### src/rtl/cpu_pkg.sv
// Shared pipeline definitions: mult/div sequencer state encoding and rstatus constants.
package cpu_pkg;

    typedef enum logic [1:0] {
        IDLE  = 2'd0,
        START = 2'd1,
        RUN   = 2'd2,
        WB    = 2'd3
    } md_state_e;

    localparam int unsigned RSTATUS_REG      = 30;
    localparam int unsigned RSTATUS_MULT_EXC = 4;
    localparam int unsigned RSTATUS_DIV_EXC  = 5;

endpackage

### src/rtl/multdiv_hazard.sv
// Flags an X-stage instruction that touches the register still pending in the mult/div unit.
module multdiv_hazard
    import cpu_pkg::*;
#(
    parameter int unsigned RW = 5
) (
    input  logic          active,
    input  logic [RW-1:0] pend_rd,
    input  logic [RW-1:0] x_rs,
    input  logic [RW-1:0] x_rt,
    input  logic [RW-1:0] x_rd,
    input  logic          x_uses_rs,
    input  logic          x_uses_rt,
    input  logic          x_wb,
    output logic          hazard_c
);

    // r0 is never a real dependency, so a pending write to it never stalls.
    always_comb begin
        hazard_c = active && (pend_rd != '0) &&
                   ((x_uses_rs && (x_rs == pend_rd)) ||
                    (x_uses_rt && (x_rt == pend_rd)) ||
                    (x_wb      && (x_rd == pend_rd)));
    end

endmodule

### src/rtl/multdiv_ctrl.sv
// Mult/div sequencer: starts the unit, stalls dependents, and steals the P/W slot on completion.
module multdiv_ctrl
    import cpu_pkg::*;
#(
    parameter int unsigned TIMEOUT = 40,
    parameter int unsigned RW      = 5
) (
    input  logic          clk,
    input  logic          reset,
    input  logic          issue_mult,
    input  logic          issue_div,
    input  logic [RW-1:0] issue_rd,
    input  logic [RW-1:0] x_rs,
    input  logic [RW-1:0] x_rt,
    input  logic          x_uses_rs,
    input  logic          x_uses_rt,
    input  logic [RW-1:0] x_rd,
    input  logic          x_wb,
    input  logic          md_ready,
    input  logic          md_exception,
    output logic          ctrl_mult,
    output logic          ctrl_div,
    output logic          busy,
    output logic          stall,
    output logic          wb_sel,
    output logic          wb_we,
    output logic [RW-1:0] wb_rd,
    output logic          wb_exc,
    output logic          wb_is_div
);

    localparam int unsigned CW = $clog2(TIMEOUT + 1);
    localparam logic [CW-1:0] CNT_LAST = CW'(TIMEOUT - 1);

    md_state_e     state_q, state_d;
    logic [RW-1:0] pend_rd_q, pend_rd_d;
    logic          pend_div_q, pend_div_d;
    logic          pend_exc_q, pend_exc_d;
    logic [CW-1:0] cnt_q, cnt_d;

    logic          ctrl_mult_q, ctrl_mult_d;
    logic          ctrl_div_q, ctrl_div_d;
    logic          busy_q, busy_d;
    logic          wb_sel_q, wb_sel_d;
    logic          wb_we_q, wb_we_d;
    logic [RW-1:0] wb_rd_q, wb_rd_d;
    logic          wb_exc_q, wb_exc_d;
    logic          wb_is_div_q, wb_is_div_d;

    logic          hazard_c;
    logic          structural_c;

    multdiv_hazard #(.RW(RW)) u_hazard (
        .active    (state_q != IDLE),
        .pend_rd   (pend_rd_q),
        .x_rs      (x_rs),
        .x_rt      (x_rt),
        .x_rd      (x_rd),
        .x_uses_rs (x_uses_rs),
        .x_uses_rt (x_uses_rt),
        .x_wb      (x_wb),
        .hazard_c  (hazard_c)
    );

    // Next state, pending fields, and the output values that go with the next state.
    always_comb begin
        state_d    = state_q;
        pend_rd_d  = pend_rd_q;
        pend_div_d = pend_div_q;
        pend_exc_d = pend_exc_q;
        cnt_d      = cnt_q;

        unique case (state_q)
            IDLE: begin
                if (issue_mult || issue_div) begin
                    pend_rd_d  = issue_rd;
                    pend_div_d = !issue_mult;
                    pend_exc_d = 1'b0;
                    state_d    = START;
                end
            end
            START: begin
                cnt_d   = '0;
                state_d = RUN;
            end
            RUN: begin
                cnt_d = CW'(cnt_q + 1'b1);
                if (md_ready) begin
                    pend_exc_d = md_exception;
                    state_d    = WB;
                end else if (cnt_q == CNT_LAST) begin
                    pend_exc_d = 1'b1;
                    state_d    = WB;
                end
            end
            WB: begin
                state_d = IDLE;
            end
            default: begin
                state_d = IDLE;
            end
        endcase

        busy_d      = (state_d != IDLE);
        ctrl_mult_d = (state_d == START) && !pend_div_d;
        ctrl_div_d  = (state_d == START) && pend_div_d;
        wb_sel_d    = (state_d == WB);
        wb_we_d     = wb_sel_d && (pend_exc_d || (pend_rd_d != '0));
        wb_rd_d     = wb_sel_d ? (pend_exc_d ? RW'(RSTATUS_REG) : pend_rd_d) : '0;
        wb_exc_d    = wb_sel_d && pend_exc_d;
        wb_is_div_d = wb_sel_d && pend_div_d;
    end

    always_ff @(posedge clk) begin
        if (reset) begin
            state_q     <= IDLE;
            pend_rd_q   <= '0;
            pend_div_q  <= 1'b0;
            pend_exc_q  <= 1'b0;
            cnt_q       <= '0;
            ctrl_mult_q <= 1'b0;
            ctrl_div_q  <= 1'b0;
            busy_q      <= 1'b0;
            wb_sel_q    <= 1'b0;
            wb_we_q     <= 1'b0;
            wb_rd_q     <= '0;
            wb_exc_q    <= 1'b0;
            wb_is_div_q <= 1'b0;
        end else begin
            state_q     <= state_d;
            pend_rd_q   <= pend_rd_d;
            pend_div_q  <= pend_div_d;
            pend_exc_q  <= pend_exc_d;
            cnt_q       <= cnt_d;
            ctrl_mult_q <= ctrl_mult_d;
            ctrl_div_q  <= ctrl_div_d;
            busy_q      <= busy_d;
            wb_sel_q    <= wb_sel_d;
            wb_we_q     <= wb_we_d;
            wb_rd_q     <= wb_rd_d;
            wb_exc_q    <= wb_exc_d;
            wb_is_div_q <= wb_is_div_d;
        end
    end

    // A new issue while busy cannot be accepted; hold the front end until IDLE.
    always_comb begin
        structural_c = (issue_mult || issue_div) && (state_q != IDLE);
        stall        = hazard_c || structural_c || (state_q == WB);
    end

    assign ctrl_mult = ctrl_mult_q;
    assign ctrl_div  = ctrl_div_q;
    assign busy      = busy_q;
    assign wb_sel    = wb_sel_q;
    assign wb_we     = wb_we_q;
    assign wb_rd     = wb_rd_q;
    assign wb_exc    = wb_exc_q;
    assign wb_is_div = wb_is_div_q;

endmodule

### config.mk
export PLATFORM = sky130hd
export DESIGN_NAME = multdiv_ctrl
export DESIGN_NICKNAME = d
export VERILOG_FILES = /design/src/rtl/cpu_pkg.sv /design/src/rtl/multdiv_hazard.sv /design/src/rtl/multdiv_ctrl.sv
export SDC_FILE = /design/constraint.sdc
export NUM_CORES = 1
export LEC_CHECK = 0
export CAP_MARGIN = 15
export CORE_MARGIN = 4
export CORE_UTILIZATION = 48
export DETAILED_ROUTE_END_ITERATION = 8
export PLACE_DENSITY = 0.84
export SYNTH_ARGS = -nofsm -noshare
export SYNTH_HDL_FRONTEND = slang
export SYNTH_SLANG_ARGS = --single-unit
### constraint.sdc
create_clock -name clk -period 4.5 [get_ports clk]
set_clock_uncertainty 0.2 [all_clocks]
set_input_delay 0.45 -clock clk [delete_from_list [all_inputs] [get_ports clk]]
set_output_delay 0.45 -clock clk [all_outputs]
set_load 0.02 [all_outputs]
# --- Word-level counts from Yosys, hierarchy flattened ---
# Index checks and enable logic that the tools add are counted.
classes:
  n_addsub: 1
  multipliers: 0
  div: 0
  order_cmp: 0
  n_eq_ne: 9
  shifts: 0
  n_mux: 14
  bitwise_logic: 1
  n_reduce_logical: 27
ops:
  columns: ["operator", "n"]
  rows:
  - ["$eq A5 B5 Y1", 3]
  - ["$mux W5", 3]
  - ["$pmux W6 S2", 1]
  - ["$logic_and A1 B1 Y1", 11]
  - ["$reduce_bool A5 Y1", 2]
  - ["$pmux W2 S4", 1]
  - ["$add A6 B1 Y6 const B", 1]
  - ["$eq A2 B2 Y1 const B", 3]
  - ["$eq A6 B6 Y1 const B", 1]
  - ["$logic_or A1 B1 Y1", 6]
  - ["$mux W2", 3]
  - ["$reduce_bool A2 Y1", 3]
  - ["$mux W1", 5]
  - ["$eq A2 B1 Y1 const B", 2]
  - ["$reduce_or A3 Y1", 1]
  - ["$logic_not A1 Y1", 2]
  - ["$logic_not A2 Y1", 1]
  - ["$pmux W1 S2", 1]
  - ["$reduce_or A2 Y1", 1]
  - ["$not A1 Y1", 1]
word_totals:
  regBits: 27
  latch_bits: 0
  mem_bits_rw: 0
  mem_bits_ro: 0
  inputBits: 29
  out_inout_bits: 13
  word_cells: 66
  memories: 0

# --- Depth between registers and ports, before layout ---
logic_depth:
  depth_word: 7
  ltp_mapped: 7
  mapped_depth_nobuf: 6

# --- Modules after synthesis ---
# From an unflattened synthesis, not the netlist that was laid out.
unflattened:
  cells_unflattened: 129
  hier_area_um2: 1232.4
modules_own_cells:
  columns: ["module", "instances", "cells_per_inst", "area_per_inst_um2", "seq_area_each_um2"]
  rows:
  - ["multdiv_ctrl", 1, 105, 1036.0, 540.5]
  - ["multdiv_hazard", 1, 24, 196.4, 0.0]

# --- Worst setup path after synthesis ---
# Ideal clock, no wire load.
synth_path:
  path_kind: "reg-to-output"
  startpoint: "reg pend_rd_q[3]"
  endpoint: "out stall"
  arrival_ns: 1.407
  required_ns: 3.850
  setup_slack_ns: 2.443
  path_stages_with_launch: 6
  n_path_buf: 1
  cell_sequence: "dfxtp_1 -> clkbuf_1 -> xor2_1 -> nor4_1 -> nand3_1 -> a41oi_1"
synth_between:
  elab_chain_cells: 7
  elab_cells_between_ends: 13
  cone_classes: "eq/ne: 3; reduce/logical: 10"
synth_rtl:
  columns: ["element", "line", "source"]
  rows:
  - ["start: declaration", "multdiv_ctrl.sv:36", "logic [RW-1:0] pend_rd_q, pend_rd_d;"]
  - ["start signal: assignment", "multdiv_ctrl.sv:131", "pend_rd_q <= pend_rd_d;"]
  - ["$eq A5 B5 Y1, on equally long branches", "multdiv_hazard.sv:21, multdiv_hazard.sv:22", null]
  - ["$logic_and A1 B1 Y1, on equally long branches", "multdiv_hazard.sv:21, multdiv_hazard.sv:22", null]
  - ["$logic_or A1 B1 Y1", "multdiv_hazard.sv:21", "((x_uses_rs && (x_rs == pend_rd)) ||"]
  - ["$logic_or A1 B1 Y1", "multdiv_hazard.sv:22", "(x_uses_rt && (x_rt == pend_rd)) ||"]
  - ["$logic_and A1 B1 Y1 *", "multdiv_hazard.sv:20", "hazard_c = active && (pend_rd != '0) &&"]
  - ["$logic_or A1 B1 Y1 * (2 in series)", "multdiv_ctrl.sv:149", "stall = hazard_c || structural_c || (state_q == WB);"]
  - ["end: declaration", "multdiv_ctrl.sv:24", "output logic stall,"]
# Every way passes the cells marked *; elsewhere a longest branch is shown, timed or not.

# --- Worst setup path after layout ---
layout_path:
  startpoint: "in x_rs[3]"
  endpoint: "out stall"
layout_between:
  elab_chain_cells: 7
layout_rtl:
  columns: ["element", "line", "source"]
  rows:
  - ["start: declaration", "multdiv_ctrl.sv:13", "input logic [RW-1:0] x_rs,"]
  - ["$eq A5 B5 Y1", "multdiv_hazard.sv:21", null]
  - ["$logic_and A1 B1 Y1", "multdiv_hazard.sv:21", null]
  - ["$logic_or A1 B1 Y1", "multdiv_hazard.sv:21", null]
  - ["$logic_or A1 B1 Y1", "multdiv_hazard.sv:22", null]
  - ["$logic_and A1 B1 Y1", "multdiv_hazard.sv:20", null]
  - ["$logic_or A1 B1 Y1 (2 in series)", "multdiv_ctrl.sv:149", null]
# Every way passes these cells.

==> flow_metrics.py <==
metrics = {
    "sta": {
        "tns_ps": 0,
        "slew-limit-headroom": 0.694,
        "grt_setup_unrepaired": "false",
        "final_worst_path_cycle_share": 0.669,
        "slew_worst_pin_ps": 457,
        "time_the_worst_path_needs_with_i_o_delays_and_setup_ps": 3010,
        "maxClockFrequency_mhz": 332,
        "slew_viol_final": 0,
        "hold_ws_ps": 316,
        "timing.final.ws_setup_ps": 1490,
        "endpoints_failing_hold": 0,
        "setup_violations": 0,
    },
    "setup_path": {
        "crit_path_frequent_cell": "sky130_fd_sc_hd__clkdlybuf4s50_1",
        "reg2reg_from": "state_q[0]",
        "worst_path_dominant_cell_family": "buffers and inverters",
        "crit_end": "stall",
        "critical_path_peak_fanout": 1,
        "reg2reg_setup_slack_ps": 2530,
        "critical_path.max_stage_delay_ps": 630,
        "critPathKind": "in2out",
        "crit_slowest_cell": "sky130_fd_sc_hd__clkdlybuf4s50_1",
        "cp.depth": 6,
        "cell_chain_critical_path": "clkdlybuf4s50_1 > xor2_1 > nor4_1 > nand3_1 > a41oi_1 > clkdlybuf4s50_1",
        "critPathBufInv": 2,
        "cp_data_arrival_time_ps": 2360,
        "kind_of_launch_point_of_the_worst_setup_path": "primary input",
        "timing.reg2reg.worst_path_depth": 6,
        "worstSetupStartpoint": "x_rs[3]",
        "timing.critical_path.required_ps": 3850,
        "critical_path.reg2reg.endpoint": "wb_we",
        "category_of_the_worst_setup_path_capture_point": "primary output",
    },
    "yosys": {
        "synth_largest_area_cell": "sky130_fd_sc_hd__dfxtp_1",
        "synth-seq-cells": 27,
        "async_reset_ff_frac": 0,
        "syn_inst": 136,
        "synth-edff-count": 0,
        "synth-seq-area-share": 0.436,
        "netlist_top_cells_area": "sky130_fd_sc_hd__dfxtp_1 (44%), sky130_fd_sc_hd__xor2_1 (11%), sky130_fd_sc_hd__nor2_1 (6.1%), sky130_fd_sc_hd__ha_1 (4.0%), sky130_fd_sc_hd__mux2i_1 (4.0%)",
        "nets_in_the_synthesized_netlist": 169,
        "synth.top_cell.area_share": 0.436,
        "post_synth_instance_area_um2": 1240,
        "yosysUniqueCellTypes": 31,
        "syn_area_per_cell_um2": 9.11,
        "synth-main-ff-cell": "sky130_fd_sc_hd__dfxtp_1",
        "yosys_warnings": 0,
    },
    "clocking": {
        "post_cts_buffers": 0,
        "cts_sinks": 27,
        "post_cts_resize_count": 0,
        "root_buffer": "sky130_fd_sc_hd__clkbuf_4",
        "clock_tree.htree_level_count": 1,
        "tritoncts": "done",
        "clock_insertion_delay_worst_skew_ps": 320,
        "cts.hold.buffers_added": 0,
        "clk_pin_slew_worst_paths_ps": 130,
        "clk_path_buf_depth": 2,
        "number_of_cts_inserted_buffers": 3,
    },
    "global_route": {
        "maximum_number_of_pins_on_one_net_before_global_route_repair": 15,
        "grt_first_pass_wirelength_mm": 4.56,
        "grt_use_met1": 0.201,
        "gr-usage-met2": 0.298,
        "grt_antenna_before_repair": 0,
        "grt.busiest_layer": "met2",
        "grt_overflow": 0,
        "grt_util_all_layers": 0.175,
        "grt.met3_usage": 0.0373,
        "grt_pass1_vias": 1047,
    },
    "drt": {
        "remaining_drc_errors": 0,
        "drt-total-wl_mm": 2.82,
        "drtAntennaViolNets": 0,
        "drt_first_iter_violations": 33,
        "drt-pass1-iter-count": 4,
        "wire_per_inst_um": 13.9,
        "routed-via-count": 1044,
        "avgViaCountPerCell": 5.14,
    },
    "die": {
        "design.die.area_um2": 3460,
        "fp.dieH_um": 58.8,
        "boundaryPins": 42,
        "floorplan.die.width_um": 58.8,
        "floorplan.rows": 18,
        "floorplan.initialDensity": 0.500,
        "placeableCoreArea_um2": 2480,
    },
    "power": {
        "power.density_cell_area_nw_per_um2": 471,
        "leakage_nw": 0.673,
        "peakVddDrop_mv": 0.284,
    },
    "layout": {
        "total_number_of_nets_in_the_final_design": 207,
        "most-common-layout-cells": "sky130_fd_sc_hd__clkdlybuf4s50_1 (41), sky130_fd_sc_hd__dfxtp_1 (27), sky130_fd_sc_hd__nor2_1 (20)",
        "area.growth.synth_to_final_pct": 35.2,
        "antennaDiodeCount": 0,
        "mostFrequentLayoutCell": "sky130_fd_sc_hd__clkdlybuf4s50_1",
        "drive_gt1_frac": 0.0405,
    },
    "job": {
        "drv_cap": 0,
    },
    "min_path": {
        "hold_class": "reg2reg",
        "hp-start": "cnt_q[1]",
        "worst_hold_path.num_cells": 2,
    },
    "placed_design": {
        "post-place-ws_ps": 1480,
        "finalWeightedCongestion": 0.873,
        "detailed_place_hpwl_mm": 2.27,
        "number_of_buffers_added_on_ports": 41,
    },
    "status": {
        "status": "finished clean",
    },
}
synthesized netlist by cell type, types with 2 or more instances:
master,count
sky130_fd_sc_hd__nand2b_1,2
sky130_fd_sc_hd__buf_4,2
sky130_fd_sc_hd__nor2_1,20
sky130_fd_sc_hd__clkbuf_1,5
sky130_fd_sc_hd__nor4_1,3
sky130_fd_sc_hd__nand4_1,2
sky130_fd_sc_hd__nand3_1,6
sky130_fd_sc_hd__dfxtp_1,27
sky130_fd_sc_hd__xnor2_1,3
sky130_fd_sc_hd__nor3_1,4
sky130_fd_sc_hd__mux2i_1,5
sky130_fd_sc_hd__xor2_1,16
sky130_fd_sc_hd__o21ai_0,2
sky130_fd_sc_hd__ha_1,4
sky130_fd_sc_hd__nand2_1,4
sky130_fd_sc_hd__a21o_1,2
sky130_fd_sc_hd__a21oi_1,8
sky130_fd_sc_hd__nor3b_1,2
sky130_fd_sc_hd__a31oi_1,2
sky130_fd_sc_hd__inv_1,6
flip-flops by register name (all words and copies together), names as in the netlist, 2 cells and up:
signal,cells
state_q,2
pend_rd_q,5
cnt_q,6
wb_rd,5
final cells by class:
type / count / area (µm²)
fillers: 201 / 803
multi-input cells: 94 / 633
flip-flops and latches: 27 / 541
repair buffers: 41 / 410
well taps: 30 / 37.5
clock buffers: 4 / 26.3
inverters: 7 / 26.3
power by group:
| group | total (mW) | switching (mW) | leakage, nW | internal (mW) |
|---|---|---|---|---|
| combinational | 0.370 | 0.204 | 0.438 | 0.166 |
| sequential | 0.320 | 0.0335 | 0.220 | 0.286 |
| clock | 0.100 | 0.0653 | 0.0150 | 0.0347 |
| total | 0.789 | 0.302 | 0.673 | 0.487 |
metrics by stage:
step	instances	power [mW]	area (µm²)	util
finish	203	0.789	1670	0.676
global route	203	0.849	1670	0.676
CTS	203	0.799	1670	0.676
detailed placement	199	0.698	1650	0.665
global placement	199	0.685	1650	0.665
floorplan	136	0.577	1240	-
worst min path at each step:
stage | to | slack [ps]
final | cnt_q[1] | 320
after CTS | cnt_q[1] | 320
after global placement | cnt_q[1] | 290
after floorplan | cnt_q[1] | 270
after global routing | cnt_q[1] | 360
after detailed placement | cnt_q[1] | 300
metal layers:
layer / up-vias / routed length [µm]
met3: 7 / 181
li1: 531 / -
met4: 0 / 71
met2: 33 / 1380
met1: 473 / 1180
met5: - / 0
tightest hold or removal path, stage by stage, from the launching register on:
cell and delay (ps):
sky130_fd_sc_hd__dfxtp_1 360, sky130_fd_sc_hd__nand2_1 70, sky130_fd_sc_hd__a21oi_1 50
cell families (layout without fill, tap and decap cells):
group           after synthesis  after routing  share of synthesized area
xor+xnor                     19             19                      0.134
flops                        27             27                      0.436
buf+inv                      15             52                     0.0525
compound gates               19             19                      0.112
fa+ha+maj                     4              4                     0.0404
mux                           5              5                     0.0404
simple gates                 47             47                      0.184
Note: power is estimated with default switching activity, not from simulation.
